## src/rtl/wb_gpio_bank_pkg.sv

```systemverilog
// wb_gpio_bank_pkg
//   Shared types for the wishbone GPIO bank: the bus handshake state,
//   the per-port register map (word index = wbs_adr_i[5:2]) and a helper
//   that expands wishbone byte selects into a 32-bit bit mask.
//   All registers reset to zero, so no separate reset-value constants exist.

package wb_gpio_bank_pkg;

  typedef enum logic {
    ST_IDLE = 1'b0,
    ST_ACK  = 1'b1
  } bus_state_e;

  // Word index within a port window (byte offset >> 2).
  typedef enum logic [3:0] {
    REG_IN       = 4'h0,
    REG_OUT      = 4'h1,
    REG_DIR      = 4'h2,
    REG_OUT_SET  = 4'h3,
    REG_OUT_CLR  = 4'h4,
    REG_OUT_TGL  = 4'h5,
    REG_RISE_EN  = 4'h6,
    REG_FALL_EN  = 4'h7,
    REG_STATUS   = 4'h8,
    REG_DEBOUNCE = 4'h9
  } reg_e;

  // One byte-lane select bit fans out to eight data bits.
  function automatic logic [31:0] sel_to_mask(input logic [3:0] sel);
    return {{8{sel[3]}}, {8{sel[2]}}, {8{sel[1]}}, {8{sel[0]}}};
  endfunction

endpackage

```

## src/rtl/wb_gpio_bank_if.sv

```systemverilog
// wb_gpio_bank_if
//   Wishbone classic slave bundle as seen by the GPIO bank.
//   wbs_cyc_i / wbs_stb_i : cycle and strobe
//   wbs_we_i              : 1 = write
//   wbs_sel_i [3:0]       : byte lanes
//   wbs_adr_i [31:0]      : byte address
//   wbs_dat_i [31:0]      : write data
//   wbs_dat_o [31:0]      : read data, valid while wbs_ack_o is high
//   wbs_ack_o             : single-cycle acknowledge
//   Modports: master (bus initiator) and slave (the GPIO bank).

interface wb_gpio_bank_if;
  logic        wbs_cyc_i;
  logic        wbs_stb_i;
  logic        wbs_we_i;
  logic [3:0]  wbs_sel_i;
  logic [31:0] wbs_adr_i;
  logic [31:0] wbs_dat_i;
  logic [31:0] wbs_dat_o;
  logic        wbs_ack_o;

  modport master (
    output wbs_cyc_i, wbs_stb_i, wbs_we_i, wbs_sel_i, wbs_adr_i, wbs_dat_i,
    input  wbs_dat_o, wbs_ack_o
  );

  modport slave (
    input  wbs_cyc_i, wbs_stb_i, wbs_we_i, wbs_sel_i, wbs_adr_i, wbs_dat_i,
    output wbs_dat_o, wbs_ack_o
  );
endinterface

```

## src/rtl/wb_gpio_bank_pin_cond.sv

```systemverilog
// wb_gpio_bank_pin_cond
//   Conditioning for one input pin: two-flop synchroniser, programmable
//   debounce and edge detection on the debounced value.
//   clk, rst         : clock, asynchronous active-high reset
//   pin_in           : raw pad input (asynchronous)
//   db_thresh        : debounce threshold in cycles, 0 = bypass
//   q                : debounced, stable pin value
//   rise / fall      : one-cycle pulses when q changes 0->1 / 1->0

module wb_gpio_bank_pin_cond #(
  parameter int DB_CNT_W = 8
) (
  input  logic                clk,
  input  logic                rst,
  input  logic                pin_in,
  input  logic [DB_CNT_W-1:0] db_thresh,
  output logic                q,
  output logic                rise,
  output logic                fall
);

  logic                sync_a;
  logic                sync_b;
  logic                q_d;
  logic [DB_CNT_W-1:0] cnt;

  // The counter only runs while the synchronised input disagrees with q and
  // restarts on any agreement, so a glitch shorter than the threshold never
  // reaches q. A threshold change deliberately leaves cnt alone.
  always_ff @(posedge clk or posedge rst) begin
    if (rst) begin
      sync_a <= 1'b0;
      sync_b <= 1'b0;
      q      <= 1'b0;
      q_d    <= 1'b0;
      cnt    <= '0;
    end else begin
      sync_a <= pin_in;
      sync_b <= sync_a;
      q_d    <= q;
      if (db_thresh == '0) begin
        q <= sync_b;
      end else if (sync_b == q) begin
        cnt <= '0;
      end else if (cnt + 1'b1 == db_thresh) begin
        q   <= sync_b;
        cnt <= '0;
      end else begin
        cnt <= cnt + 1'b1;
      end
    end
  end

  assign rise = q & ~q_d;
  assign fall = ~q & q_d;

endmodule

```

## src/rtl/wb_gpio_bank.sv

```systemverilog
// wb_gpio_bank
//   Wishbone slave GPIO bank: NUM_PORTS ports of PORT_WIDTH pins each.
//   Every pin is synchronised, debounced and edge-detected; each port has
//   OUT/DIR registers with atomic set/clear/toggle, rise/fall interrupt
//   enables, a write-one-to-clear STATUS register and one level IRQ.
//   wb_clk_i, wb_rst_i : clock, asynchronous active-high reset
//   bus                : wishbone slave (wb_gpio_bank_if.slave)
//   io_in              : pad inputs, port p = [p*PORT_WIDTH +: PORT_WIDTH]
//   io_out             : pad outputs (OUT registers)
//   io_oeb             : active-low output enables (~DIR)
//   irq                : per-port interrupt, OR of that port's STATUS

module wb_gpio_bank
  import wb_gpio_bank_pkg::*;
#(
  parameter int NUM_PORTS     = 2,
  parameter int PORT_WIDTH    = 8,
  parameter int DB_CNT_W      = 8,
  parameter int PORT_ADDR_LSB = 8
) (
  input  logic                            wb_clk_i,
  input  logic                            wb_rst_i,
  wb_gpio_bank_if.slave                   bus,
  input  logic [NUM_PORTS*PORT_WIDTH-1:0] io_in,
  output logic [NUM_PORTS*PORT_WIDTH-1:0] io_out,
  output logic [NUM_PORTS*PORT_WIDTH-1:0] io_oeb,
  output logic [NUM_PORTS-1:0]            irq
);

  bus_state_e state;

  logic [NUM_PORTS-1:0][PORT_WIDTH-1:0] out_q;
  logic [NUM_PORTS-1:0][PORT_WIDTH-1:0] dir_q;
  logic [NUM_PORTS-1:0][PORT_WIDTH-1:0] rise_en_q;
  logic [NUM_PORTS-1:0][PORT_WIDTH-1:0] fall_en_q;
  logic [NUM_PORTS-1:0][PORT_WIDTH-1:0] status_q;
  logic [NUM_PORTS-1:0][DB_CNT_W-1:0]   debounce_q;

  logic [NUM_PORTS-1:0][PORT_WIDTH-1:0] pin_q;
  logic [NUM_PORTS-1:0][PORT_WIDTH-1:0] rise_v;
  logic [NUM_PORTS-1:0][PORT_WIDTH-1:0] fall_v;

  logic [3:0]            port_idx;
  reg_e                  reg_sel;
  logic [NUM_PORTS-1:0]  port_hit;
  logic                  req;
  logic                  fire;
  logic                  wr_fire;
  logic [31:0]           byte_mask;
  logic [PORT_WIDTH-1:0] wr_mask;
  logic [PORT_WIDTH-1:0] wr_bits;
  logic [DB_CNT_W-1:0]   db_mask;
  logic [DB_CNT_W-1:0]   db_bits;
  logic [31:0]           rd_data;
  logic                  unused_bits;

  assign port_idx = bus.wbs_adr_i[PORT_ADDR_LSB +: 4];
  assign reg_sel  = reg_e'(bus.wbs_adr_i[5:2]);

  // Address bits outside the port/register fields and data bits above the
  // register width carry no meaning here.
  assign unused_bits = ^{bus.wbs_adr_i, bus.wbs_dat_i, byte_mask};

  // An out-of-range port index matches no port, so it reads 0 and its
  // writes fall on the floor while the access is still acknowledged.
  always_comb begin
    port_hit = '0;
    for (int p = 0; p < NUM_PORTS; p++) begin
      port_hit[p] = (port_idx == 4'(p));
    end
  end

  assign req     = bus.wbs_cyc_i & bus.wbs_stb_i & ~bus.wbs_ack_o;
  assign fire    = (state == ST_IDLE) & req;
  assign wr_fire = fire & bus.wbs_we_i;

  assign byte_mask = sel_to_mask(bus.wbs_sel_i);
  assign wr_mask   = byte_mask[PORT_WIDTH-1:0];
  assign wr_bits   = bus.wbs_dat_i[PORT_WIDTH-1:0] & wr_mask;
  assign db_mask   = byte_mask[DB_CNT_W-1:0];
  assign db_bits   = bus.wbs_dat_i[DB_CNT_W-1:0] & db_mask;

  // Pin conditioning, one instance per pin.
  for (genvar p = 0; p < NUM_PORTS; p++) begin : g_port
    for (genvar b = 0; b < PORT_WIDTH; b++) begin : g_pin
      wb_gpio_bank_pin_cond #(
        .DB_CNT_W(DB_CNT_W)
      ) u_pin (
        .clk      (wb_clk_i),
        .rst      (wb_rst_i),
        .pin_in   (io_in[p*PORT_WIDTH + b]),
        .db_thresh(debounce_q[p]),
        .q        (pin_q[p][b]),
        .rise     (rise_v[p][b]),
        .fall     (fall_v[p][b])
      );
    end
  end

  // Read mux. IN returns the debounced value regardless of DIR; write-only
  // and unmapped registers fall through to zero.
  always_comb begin
    rd_data = '0;
    for (int p = 0; p < NUM_PORTS; p++) begin
      if (port_hit[p]) begin
        case (reg_sel)
          REG_IN:       rd_data = 32'(pin_q[p]);
          REG_OUT:      rd_data = 32'(out_q[p]);
          REG_DIR:      rd_data = 32'(dir_q[p]);
          REG_RISE_EN:  rd_data = 32'(rise_en_q[p]);
          REG_FALL_EN:  rd_data = 32'(fall_en_q[p]);
          REG_STATUS:   rd_data = 32'(status_q[p]);
          REG_DEBOUNCE: rd_data = 32'(debounce_q[p]);
          default:      rd_data = '0;
        endcase
      end
    end
  end

  // Bus handshake: a request seen in IDLE is acknowledged on the next cycle
  // for exactly one cycle; returning through IDLE guarantees a gap between
  // consecutive acks. Read data is captured together with ack.
  always_ff @(posedge wb_clk_i or posedge wb_rst_i) begin
    if (wb_rst_i) begin
      state         <= ST_IDLE;
      bus.wbs_ack_o <= 1'b0;
      bus.wbs_dat_o <= '0;
    end else begin
      bus.wbs_ack_o <= 1'b0;
      bus.wbs_dat_o <= '0;
      case (state)
        ST_IDLE: begin
          if (fire) begin
            state         <= ST_ACK;
            bus.wbs_ack_o <= 1'b1;
            bus.wbs_dat_o <= bus.wbs_we_i ? 32'h0 : rd_data;
          end
        end
        ST_ACK: begin
          state <= ST_IDLE;
        end
        default: begin
          state <= ST_IDLE;
        end
      endcase
    end
  end

  // Register file. Writes commit on the edge that raises ack. STATUS is
  // cleared by the masked W1C bits and then OR-ed with new edge events, so
  // a hardware set in the same cycle as a clear keeps the bit set.
  always_ff @(posedge wb_clk_i or posedge wb_rst_i) begin
    if (wb_rst_i) begin
      out_q      <= '0;
      dir_q      <= '0;
      rise_en_q  <= '0;
      fall_en_q  <= '0;
      status_q   <= '0;
      debounce_q <= '0;
    end else begin
      for (int p = 0; p < NUM_PORTS; p++) begin
        status_q[p] <= (status_q[p] &
                        ~((wr_fire && port_hit[p] && reg_sel == REG_STATUS) ? wr_bits : '0))
                       | (rise_v[p] & rise_en_q[p])
                       | (fall_v[p] & fall_en_q[p]);
        if (wr_fire && port_hit[p]) begin
          case (reg_sel)
            REG_OUT:      out_q[p]      <= (out_q[p] & ~wr_mask) | wr_bits;
            REG_DIR:      dir_q[p]      <= (dir_q[p] & ~wr_mask) | wr_bits;
            REG_OUT_SET:  out_q[p]      <= out_q[p] | wr_bits;
            REG_OUT_CLR:  out_q[p]      <= out_q[p] & ~wr_bits;
            REG_OUT_TGL:  out_q[p]      <= out_q[p] ^ wr_bits;
            REG_RISE_EN:  rise_en_q[p]  <= (rise_en_q[p] & ~wr_mask) | wr_bits;
            REG_FALL_EN:  fall_en_q[p]  <= (fall_en_q[p] & ~wr_mask) | wr_bits;
            REG_DEBOUNCE: debounce_q[p] <= (debounce_q[p] & ~db_mask) | db_bits;
            default:      ;
          endcase
        end
      end
    end
  end

  assign io_out = out_q;
  assign io_oeb = ~dir_q;

  always_comb begin
    irq = '0;
    for (int p = 0; p < NUM_PORTS; p++) begin
      irq[p] = |status_q[p];
    end
  end

endmodule

```

## src/flat_wrapper.sv

```systemverilog
// flat-port wrapper written by rule: the top's interface ports become plain ports
module wb_gpio_bank_flat import wb_gpio_bank_pkg::*;
#(
  parameter int NUM_PORTS     = 2,
  parameter int PORT_WIDTH    = 8,
  parameter int DB_CNT_W      = 8,
  parameter int PORT_ADDR_LSB = 8
)
  (wb_clk_i, wb_rst_i, io_in, io_out, io_oeb, irq, bus_wbs_cyc_i, bus_wbs_stb_i, bus_wbs_we_i, bus_wbs_sel_i, bus_wbs_adr_i, bus_wbs_dat_i, bus_wbs_dat_o, bus_wbs_ack_o);
  wb_gpio_bank_if bus_i ();
  input  logic wb_clk_i;
  input  logic wb_rst_i;
  input  logic [NUM_PORTS*PORT_WIDTH-1:0] io_in;
  output logic [NUM_PORTS*PORT_WIDTH-1:0] io_out;
  output logic [NUM_PORTS*PORT_WIDTH-1:0] io_oeb;
  output logic [NUM_PORTS-1:0] irq;
  input wire logic [$bits(bus_i.wbs_cyc_i)-1:0] bus_wbs_cyc_i;
  input wire logic [$bits(bus_i.wbs_stb_i)-1:0] bus_wbs_stb_i;
  input wire logic [$bits(bus_i.wbs_we_i)-1:0] bus_wbs_we_i;
  input wire logic [$bits(bus_i.wbs_sel_i)-1:0] bus_wbs_sel_i;
  input wire logic [$bits(bus_i.wbs_adr_i)-1:0] bus_wbs_adr_i;
  input wire logic [$bits(bus_i.wbs_dat_i)-1:0] bus_wbs_dat_i;
  output wire logic [$bits(bus_i.wbs_dat_o)-1:0] bus_wbs_dat_o;
  output wire logic [$bits(bus_i.wbs_ack_o)-1:0] bus_wbs_ack_o;
  assign bus_i.wbs_cyc_i = bus_wbs_cyc_i;
  assign bus_i.wbs_stb_i = bus_wbs_stb_i;
  assign bus_i.wbs_we_i = bus_wbs_we_i;
  assign bus_i.wbs_sel_i = bus_wbs_sel_i;
  assign bus_i.wbs_adr_i = bus_wbs_adr_i;
  assign bus_i.wbs_dat_i = bus_wbs_dat_i;
  assign bus_wbs_dat_o = bus_i.wbs_dat_o;
  assign bus_wbs_ack_o = bus_i.wbs_ack_o;
  wb_gpio_bank #(.NUM_PORTS(NUM_PORTS), .PORT_WIDTH(PORT_WIDTH), .DB_CNT_W(DB_CNT_W), .PORT_ADDR_LSB(PORT_ADDR_LSB)) u_core (.wb_clk_i(wb_clk_i), .wb_rst_i(wb_rst_i), .bus(bus_i), .io_in(io_in), .io_out(io_out), .io_oeb(io_oeb), .irq(irq));
endmodule
```

## config.mk

```make
export PLATFORM = sky130hd
export DESIGN_NAME = wb_gpio_bank_flat
export DESIGN_NICKNAME = d
export VERILOG_FILES = /design/src/rtl/wb_gpio_bank_pkg.sv /design/src/rtl/wb_gpio_bank_if.sv /design/src/rtl/wb_gpio_bank_pin_cond.sv /design/src/rtl/wb_gpio_bank.sv /design/src/flat_wrapper.sv
export SDC_FILE = /design/constraint.sdc
export NUM_CORES = 1
export LEC_CHECK = 0
export ABC_AREA = 1
export ABC_CLOCK_PERIOD_IN_PS = 4800
export BUFFER_PORTS_ARGS = -buffer_cell sky130_fd_sc_hd__buf_4
export CAP_MARGIN = 40
export CORE_MARGIN = 4
export CORE_UTILIZATION = 40
export CTS_BUF_LIST = sky130_fd_sc_hd__clkbuf_4
export DETAILED_ROUTE_END_ITERATION = 7
export GPL_TIMING_DRIVEN = 0
export PLACE_DENSITY = 0.63
export SYNTH_ARGS = -nofsm -noshare
export SYNTH_HDL_FRONTEND = slang
export SYNTH_HIERARCHICAL = 1
export SYNTH_SLANG_ARGS = --single-unit
export TNS_END_PERCENT = 1
```

## constraint.sdc

```tcl
create_clock -name wb_clk_i -period 4.8 [get_ports wb_clk_i]
set_clock_uncertainty 0.15 [all_clocks]
set_input_delay 0.72 -clock wb_clk_i [delete_from_list [all_inputs] [get_ports wb_clk_i]]
set_output_delay 0.72 -clock wb_clk_i [all_outputs]
set_load 0.03 [all_outputs]
```

=== Word level (Yosys, flattened, before mapping) ===
Index checks and enable logic that the tools add are counted.

* Bits of input ports: 89
* Register bits: 322
* Output and inout port bits: 67

* Eq/ne operators: 58
* Bitwise logic cells: 112
* $add $sub $neg: 16
* Reductions and logical operators: 53
* Mux-type cells: 94

{| class="wikitable"
|+ Operators with widths
! kind !! count
|-
| 2-to-1 mux 8 bit || 34
|-
| 2-to-1 mux 32 bit || 5
|-
| AND 8 bit || 19
|-
| adder 8 x 1 -> 8 bit (second input constant) || 16
|-
| == test 8 bit || 16
|-
| OR 8 bit || 16
|-
| case mux 8 bit (7 select lines) || 2
|-
| case mux 8 bit (4 select lines) || 2
|-
| AND reduction 2 bit || 26
|-
| 2-to-1 mux 1 bit || 50
|-
| AND 1 bit || 36
|-
| NOT 1 bit || 34
|-
| NOT 8 bit || 4
|-
| nonzero test 2 bit || 16
|-
| inequality test 2 x 1 -> 1 bit (second input constant) || 14
|-
| == test 1 bit || 16
|-
| == test 4 x 3 -> 1 bit (second input constant) || 4
|-
| logical NOT 8 bit || 2
|-
| NOT 16 bit || 1
|-
| OR reduction 8 bit || 2
|-
| XOR 8 bit || 2
|-
| == test 4 x 1 -> 1 bit (second input constant) || 2
|-
| == test 4 x 2 -> 1 bit (second input constant) || 2
|-
| == test 4 bit (second input constant) || 2
|-
| other kinds (5) || 10
|}

=== Logic depth before layout (Yosys ltp) ===
* Depth after elaboration: 11
* Gate-level depth with buffers: 13
* Depth with buffers taken out: 13

=== Cells and area by module ===
The synthesis kept the hierarchy.

{| class="wikitable"
|+ By module, submodules not included
! module !! seq. area each (um^2) !! times used !! cells each !! area an instance (um^2)
|-
| wb_gpio_bank_pin_cond || 300.3 || 16 || 136 || 884.6
|-
| wb_gpio_bank || 2627.5 || 1 || 826 || 6173.4
|}

=== Worst setup path after synthesis ===
OpenSTA, ideal clock, no wires.

* Path type: input to register
* From: input port bus_wbs_adr_i[9]
* To: register (tool-made name)
* Stages: 8
* Data arrival time: 1.729 ns
* Slack: 2.797 ns
* Data required time: 4.525 ns
* Cell sequence: nor3_1 nand2_1 nor2_4 buf_6 nand2_2 buf_6 nand2_1 o21ai_1

{| class="wikitable"
|+ RTL lines
! what !! RTL line !! source
|-
| start: declaration || flat_wrapper.sv:21 || <nowiki>input wire logic [$bits(bus_i.wbs_adr_i)-1:0] bus_wbs_adr_i;</nowiki>
|}

=== Worst setup path in the final report ===
* From: register u_core/status_q[9] in the netlist's numbering
* To: output port irq[1]

* Cells in the longest elaborated chain, start to end: 1

{| class="wikitable"
|+ RTL lines
! what !! RTL line !! source
|-
| start: declaration || wb_gpio_bank.sv:36 || <nowiki>logic [NUM_PORTS-1:0][PORT_WIDTH-1:0] status_q;</nowiki>
|-
| start signal: indexed assignment || wb_gpio_bank.sv:162 || <nowiki>status_q[p] <= (status_q[p] &</nowiki>
|-
| OR reduction 8 bit || wb_gpio_bank.sv:189 || <nowiki>irq[p] = |status_q[p];</nowiki>
|-
| end: declaration || flat_wrapper.sv:16 || <nowiki>output logic [NUM_PORTS-1:0] irq;</nowiki>
|}

No other way between the ends.

==> summary.txt <==
Run status
  • Outcome: finished, final reports clean

Worst setup path
  • Critical path launch point type: register
  • Crit Path Class: reg -> out
  • Crit Path Max Fanout: 3
  • Crit. End Element: output pin
  • WP data required: 3.93 ns
  • Crit path DAT: 1.95 ns

Layout
  • Utilization after layout: 47.0%
  • Area grow syn2layout: 15.9%
  • Final #Nets: 3,344
  • Most frequent cells in the layout: nand2_1 (1,024), nand3_1 (515), inv_1 (361)
  • # fillers: 5,128
  • Commonest non-fill, non-tap cell in the layout: nand2_1
  • Share of cells above drive strength 1: 15.4%

Placement
  • Placer congestion estimate: 0.929
  • IO buf count: 78
  • Hpwl dp: 42,000 um

Route
  • Final wirelength: 58,900 um
  • Remaining DRCs: 0
  • Post-DR vias/cell: 5.03
  • WL per Instance: 14.9 um
  • 1st-iter DRT viols: 1,772
  • Routed Antenna Nets: 0
  • First-pass DRT Iterations: 5
  • Vias: 19,912

Floorplan
  • # rows: 82
  • CORE AREA: 0.0502 mm^2
  • Boundary pin count: 156
  • DIE WIDTH: 233 um
  • Chip height: 233 um
  • Initial Util: 40.5%
  • Die ar.: 0.0545 mm^2

Logic synthesis
  • Synth Register Bits: 297
  • Post-synth EDFFs: 0
  • Post-synthesis mux area share: 0%
  • Syn. warnings: 6
  • Top cells by area, synth: dfrtp_1 (37%), nand2_1 (19%), nand3_1 (13%)
  • Post-synth top area cell: dfrtp_1
  • Mapped Cells: 3,002
  • Simple-Gate Fraction of Synth Area: 45.4%
  • Yosys cell types: 36
  • Synth Area in XOR/XNOR: 2.07%
  • Sequential fraction of the synthesis area: 36.6%
  • Syn Std Cell Area: 0.0203 mm^2
  • Synth Area in Adders: 1.97%
  • Ys async rst share: 100%
  • Synthesized area per cell: 6.77 um^2
  • Main flop type after synthesis: dfrtp_1
  • Synth Area in Compound Gates: 4.57%
  • Main combinational cell family by area after synthesis: simple AND/OR/NAND/NOR gates
  • Post-synth top area share: 36.6%

Clock tree
  • Reg clk slew, reported paths: 0.07 ns
  • CTS Sinks: 297
  • Clock Path Buffers: 3
  • # hold bufs at CTS: 18
  • Post-CTS resize count: 0
  • TritonCTS clock tree: done
  • TritonCTS Buffers: 84
  • CTS root buf: clkbuf_4
  • Post-CTS Setup Repair Bufs: 0
  • H-tree depth: 3
  • Clock Latency Late Sink: 0.82 ns

STA
  • Fin. Hold Viols: 0
  • Slew @ Worst Pin: 0.821 ns
  • Pins Over Slew Limit: 0
  • RSZ-0062 raised after global routing: no
  • Fmax: 355 MHz
  • Final setup viols: 0
  • Final worst path period need: 2.82 ns
  • Fin crit share: 58.7%
  • Rel. slew slack: 44.9%
  • Post-route setup TNS: 0 ns

Global route
  • Met3 usage: 3.83%
  • Grt met2 use: 35.8%
  • Total grt overflow: 0
  • Initial antenna violation count: 2
  • Top Usage Layer GRT: met2
  • Largest net degree at the start of global routing: 66
  • Met1 usage: 28.8%
  • Vias in the first global route: 18,508
  • First-pass GRT wire length: 95,800 um
  • GRT Overall Usage: 21.6%

Power and ir drop
  • Leakage: 0.0115 uW
  • PD cells: 276 mW/mm^2
  • Total power: 6500 uW
  • Worst vdd ir: 193 uV

Min path
  • Worst Hold Class: in -> reg

Job
  • Max cap viols: 0
## where the power goes
| part | internal, uW | total [uW] | switching, uW | leakage [uW] |
|---|---|---|---|---|
| logic | 440 | 1220 | 781 | 0.00697 |
| registers | 2630 | 2780 | 155 | 0.00390 |
| clock network | 1350 | 2490 | 1140 | 0.000654 |
| total | 4420 | 6500 | 2080 | 0.0115 |
## metal layers
metal  routed length (um)  share of wire (%)
met4                 1500                2.6
met5                    0                  0
met3                 3300                5.6
met2                27600                 47
met1                26400                 45
## synth_stat cells, drive strengths merged (2+ instances only)
cell    instances
xnor2          32
o211ai         16
nand4          40
clkbuf         22
inv           397
dfrtp         297
and2           16
nor2          305
nand3         533
nand2        1052
o21bai          2
a21oi          50
ha             32
buf            51
clkinv          2
nor3            5
o21ai          80
a22o           16
nor4           36
xor2           16
## cells by family (layout without fill, tap and decap cells)
kind of cell | count (synthesis) | count (layout)
XOR/XNOR | 48 | 48
other | 1 | 27
AND/OR/NAND/NOR | 1988 | 1988
flip-flops | 297 | 297
adder cells (fa/ha/maj) | 32 | 32
buffers and inverters | 472 | 730
AO/OA/AOI/OAI | 164 | 164
## final timing paths
| path | cells past startpoint | start | slack (ns) | end |
|---|---|---|---|---|
| max | 3 | u_core/status_q[9] | 1.98 | irq[1] |
| min | 3 | bus_wbs_cyc_i | 0.08 | u_core/bus.wbs_ack_o |
| max reg2reg | 7 | register | 2.74 | u_core/g_port[1].g_pin[0].u_pin/q |
| min reg2reg | 0 | u_core/g_port[0].g_pin[2].u_pin/sync_a | 0.19 | u_core/g_port[0].g_pin[2].u_pin/sync_b |
| max in group asynchronous | 4 | wb_rst_i | 3.19 | async pin |
| min in group asynchronous | 3 | wb_rst_i | 0.50 | u_core/g_port[0].g_pin[4].u_pin/cnt[1] |
## final cells by class
type	count	area [um^2]	area share [%]
Sequential cell	297	7430	31.5
Inverter	399	1500	6.37
Multi-Input combinational cell	2256	11100	47.0
Buffer	73	415	1.76
Clock buffer	126	946	4.01
Timing Repair Buffer	112	1190	5.07
Tap cell	672	841	3.57
Clock inverter	20	163	0.690
Antenna cell	3	7.51	0.0319
## through the flow
stage               hold slack [ns]  area (um^2)  cells  worst slack (ns)
global placement              0.182        21800   3775            -0.431
floorplan                     0.181        20400   3025              1.17
finish                       0.0765        23600   3958              1.98
detailed placement            0.185        22300   3791              2.31
global route                 0.0111        23600   3958              1.86
CTS                         0.00338        23600   3955              1.93
## worst max-delay path, cell delays in order (launching register included)
cell     delay, ns
dfrtp_1       0.41
nor4_1        0.36
nand2_1       0.17
buf_4         0.20
Power figures use the tool's default switching activity.
